**config.mk**
```make
export PLATFORM = sky130hd
export DESIGN_NAME = rv_egress_fifo
export DESIGN_NICKNAME = d
export VERILOG_FILES = /design/src/rtl/rv_egress_fifo.sv
export SDC_FILE = /design/constraint.sdc
export NUM_CORES = 1
export LEC_CHECK = 0
export ABC_AREA = 0
export CORE_MARGIN = 1.5
export CORE_UTILIZATION = 35
export CTS_CLUSTER_SIZE = 28
export DETAILED_ROUTE_END_ITERATION = 8
export MAX_ROUTING_LAYER = met4
export SYNTH_ARGS = -nofsm -noshare
export SYNTH_HDL_FRONTEND = slang
export SYNTH_SLANG_ARGS = --single-unit
```
**constraint.sdc**
```tcl
create_clock -name clk -period 2.4 [get_ports clk]
set_input_delay 0.72 -clock clk [delete_from_list [all_inputs] [get_ports clk]]
set_output_delay 0.72 -clock clk [all_outputs]
set_load 0.01 [all_outputs]
```
**src/rtl/rv_egress_fifo.sv**
```systemverilog
// rv_egress_fifo: transmit-side end of a ready/valid channel.
// Words arrive on a push port that has no handshake and leave through a
// valid/ready egress port. The egress head is held steady until it is
// accepted. Pushes that arrive while the FIFO is full are dropped.
// Optional feature macro: RV_EGRESS_DROP_CNT_EN enables the saturating
// dropped-push counter on drop_cnt. Without the macro, drop_cnt is tied to 0.
module rv_egress_fifo #(
    parameter int DATA_W = 8,
    parameter int DEPTH  = 4,
    parameter int CNT_W  = 16
) (
    input  logic                       clk,
    input  logic                       rst,
    input  logic                       wr_en,
    input  logic [DATA_W-1:0]          wr_data,
    output logic                       full,
    output logic [$clog2(DEPTH+1)-1:0] level,
    output logic                       egress_valid,
    input  logic                       egress_ready,
    output logic [DATA_W-1:0]          egress_data,
    output logic [CNT_W-1:0]           drop_cnt
);

    localparam int PTR_W = $clog2(DEPTH);
    localparam int LVL_W = $clog2(DEPTH+1);

    logic [DATA_W-1:0] mem [DEPTH];
    logic [PTR_W-1:0]  rd_ptr;
    logic [PTR_W-1:0]  wr_ptr;
    logic [LVL_W-1:0]  level_next;
    logic              push;
    logic              pop;

    // Push is judged against the registered full flag, so a pop in the same
    // cycle never makes room for that push. Pop is a completed transfer.
    assign push = wr_en && !full;
    assign pop  = egress_valid && egress_ready;

    // The head is the word at the read pointer. Valid depends only on the
    // registered level, so it never follows egress_ready combinationally.
    assign egress_valid = (level != '0);
    assign egress_data  = mem[rd_ptr];

    // The occupancy change for this cycle. A simultaneous push and pop
    // cancel out, and the pushed word queues behind the head.
    always_comb begin
        level_next = level;
        case ({push, pop})
            2'b10:   level_next = level + LVL_W'(1);
            2'b01:   level_next = level - LVL_W'(1);
            default: level_next = level;
        endcase
    end

    // Pointers, level and registered full flag. The pointers wrap silently.
    // Full and empty are derived from level, not from pointer comparison.
    always_ff @(posedge clk) begin
        if (rst) begin
            rd_ptr <= '0;
            wr_ptr <= '0;
            level  <= '0;
            full   <= 1'b0;
        end else begin
            if (push) begin
                wr_ptr <= wr_ptr + PTR_W'(1);
            end
            if (pop) begin
                rd_ptr <= rd_ptr + PTR_W'(1);
            end
            level <= level_next;
            full  <= (level_next == LVL_W'(DEPTH));
        end
    end

    // The storage array has no reset. Its words are don't-care until the
    // level marks them as valid.
    always_ff @(posedge clk) begin
        if (!rst && push) begin
            mem[wr_ptr] <= wr_data;
        end
    end

`ifdef RV_EGRESS_DROP_CNT_EN
    // Counts every cycle that presents a push while the FIFO is full.
    // The counter saturates at its maximum value and only rst clears it.
    always_ff @(posedge clk) begin
        if (rst) begin
            drop_cnt <= '0;
        end else if (wr_en && full && (drop_cnt != {CNT_W{1'b1}})) begin
            drop_cnt <= drop_cnt + CNT_W'(1);
        end
    end
`else
    assign drop_cnt = '0;
`endif

endmodule

```
==> metrics.md <==
| Metric | Value |
|---|---|
| Hold Startpoint | wr_ptr[1] |
| Post-Place Cells | 218 |
| Syn. warnings | 0 |
| Hold WC Path Type | flop to flop |
| Die H | 75.2 um |
| Worst-path clk slew | 0.07 ns |
| Fmax | 427 MHz |
| Final setup vio count | 0 |
| Clk_lat worst skew | 0.29 ns |
| Final Cycle Share | 97.7% |
| Hold Vio Cnt, Final | 0 |
| Crit path DAT | 2.52 ns |
| Crit Path Class | input pin to flop |
| Synthesized cell area | 1820 um2 |
| Number of synthesized flops with an enable pin | 32 |
| Grt ovf | 0 |
| Setup WS post-layout | 0.0558 ns |
| Flops & latches, synth | 42 |
| Via density | 4.28 |
| RD Place Congestion | 0.723 |
| Max-slew violations | 0 |
| Area Overhead vs Synth | 27.9% |
| Comb pwr share | 34.5% |
| Vias | 967 |
| Worst Hold Endpoint | wr_ptr[1] |
| Post-synth ARST share | 0% |
| Die area | 5650 um2 |
| Cell row count | 26 |
| First-pass GRT wire length | 4620 um |
| NetSw | 0.000652 W |
| WL/cell | 13.0 um |
| Ports | 41 |
| Fin nets | 173 |
| Most frequent cells in the layout | edfxtp_1, conb_1, clkdlybuf4s50_1 |
| Crit-path max cell delay | 0.50 ns |
| Reg2reg end | level[2] |
| Critical-path cell list | clkdlybuf4s50_1, o31a_4, ha_1, inv_1, fa_1, xnor2_2, nor4b_4, or2_1 |
| Switching share of power | 28.6% |
| Unique masters post-synth | 29 |
| Residual DRC | 0 |
| Peak supply drop | 0.633 mV |
| Crit-path max FO | 2 |
| H-tree Lvls | 2 |
| Reg-to-reg slack, setup | 0.44 ns |
| Number of diodes | 0 |
| Detailed placement HPWL | 2090 um |
| Vias in the first global route | 974 |
| Post-route ant nets | 0 |
| Post-Syn Instances | 115 |
| Pint | 0.00163 W |
| Max Buffers Root-to-Sink | 2 |
| Synth Flop Type | edfxtp_1 |
| Hold path cells | 2 |
| Drt first pass iters | 4 |
| Core footprint | 5070 um2 |
| Largest net degree at the start of global routing | 15 |
| Inserted Clock Buffers | 5 |
| Initial Util | 35.9% |
| Number of clock sinks | 42 |
| Input/output buffers | 24 |
| CTS tree | done |
| Fin cells | 226 |
| Reg2Reg Depth | 7 |
| Final critical-path required period | 2.34 ns |
| Most common cell after layout, fill and taps aside | edfxtp_1 |
| Crit start category | input pin |
| Die Wd | 75.2 um |
| Post-synthesis sequential area ratio | 63.7% |
| Leakage power total | 0.870 nW |
| Postcts setup bufs | 0 |
| Max-capacitance violation count | 0 |
| Initial antenna violation count | 0 |
| P per Cell Area | 978 nW/um2 |
| Register share of total power | 41.6% |
| Status | finished, final reports clean |
| Crit end category | flop |
| Critical Path RT | 2.57 ns |
| Synthesized area per cell | 15.9 um2 |
| Routed Wire Length | 2950 um |
| Final hold slack | 0.509 ns |
| FF-to-FF Start | level[2] |
| Clk root buf | clkbuf_8 |
| Gr usage total | 11.9% |
| DRT iter0 DRCs | 63 |
| Clock group share of total power | 23.9% |
| Post-place setup slack | -0.213 ns |
| Clock Skew | 0.00706 ns |
| Share of cells above drive strength 1 | 22.4% |
| Slowest cell on crit path | clkdlybuf4s50_1 |
-- kinds of logic (layout without fill, tap and decap cells) --
family / Yosys count / in the layout / share of synthesized area, %
fa+ha+maj: 6 / 6 / 4.53
buf+inv: 26 / 52 / 9.20
compound gates: 7 / 7 / 3.57
simple gates: 20 / 20 / 6.11
mux: 8 / 8 / 9.88
xor+xnor: 5 / 5 / 2.81
other cells: 1 / 16 / 0.206
flops: 42 / 42 / 63.7
-- layer usage --
metal  global-route usage, %  up-vias  routed length [um]
met2                    20.3       23                1610
met3                    3.35        2                 146
met5                       -        -                   0
li1                        -      456                   -
met1                    13.2      486                1170
met4                    4.76        0                  27
-- repair_timing --
item,4_1_cts,5_1_grt
pin swaps,0,0
setup endpoints to repair,8,2
gates resized for setup,8,2
hold buffers,0,0
-- power groups by stage --
| stage | sequential (W) | combinational (W) | clock [W] |
|---|---|---|---|
| detailed placement | 0.000964 | 0.000813 | 0 |
| CTS | 0.000949 | 0.000779 | 0.000565 |
| finish | 0.000948 | 0.000788 | 0.000545 |
| global route | 0.000960 | 0.000867 | 0.000600 |
| global placement | 0.000958 | 0.000790 | 0 |
| floorplan | 0.000956 | 0.000476 | 0 |
-- state kept, by name, indices dropped and copies added (netlist names), named ones only --
| register | cells |
|---|---|
| mem | 32 |
| level | 3 |
| wr_ptr | 2 |
| full | 1 |
| rd_ptr | 2 |
-- synth_stat cells (2+ instances only) --
cell type / number / area share, %
nor2_1: 8 / 1.6
inv_1: 6 / 1.2
xor2_1: 2 / 0.96
ha_1: 5 / 3.4
dfxtp_1: 10 / 11
buf_4: 16 / 6.6
and2_1: 4 / 1.4
edfxtp_1: 32 / 53
a21oi_1: 3 / 0.82
xnor2_1: 2 / 0.96
mux4_2: 8 / 9.9
nand2_1: 2 / 0.41
-- worst max path at each step --
stage / startpoint / depth (start not counted) / end
6_report: egress_ready / 8 / level[2]
5_1_grt: egress_ready / 8 / level[2]
4_1_cts: flop / 3 / egress_data[7]
3_3_place_gp: egress_ready / 8 / level[2]
2_1_floorplan: wr_en / 8 / level[2]
3_5_place_dp: egress_ready / 8 / level[2]
-- critical path: cells and delay by family --
kind | cells | cell delay, ns
xor gates and xnor gates | 1 | 0.16
adders and majority gates | 2 | 0.57
AOI/OAI and AO/OA | 1 | 0.16
and+or+nand+nor | 2 | 0.34
buffers and inverters | 2 | 0.55
-- cell type report --
class                   instances  area (um2)
repair buffers                 37         378
well taps                      70        87.6
multi-input cells              62         567
inverters                       7        26.3
clock buffers                   5        68.8
clock inverters                 3        43.8
fillers                       481        2740
flip-flops and latches         42        1160
-- stage by stage --
step	util [%]	total power, W	TNS, ns	cell area (um2)
6_report	46.0	0.00228	0	2330
5_1_grt	46.0	0.00243	-0.0534	2330
4_1_cts	45.6	0.00229	0	2320
3_5_place_dp	43.6	0.00178	-0.461	2210
3_3_place_gp	43.6	0.00175	-0.258	2210
2_1_floorplan	-	0.00143	0	1880
(Power assumes the default switching activity.)
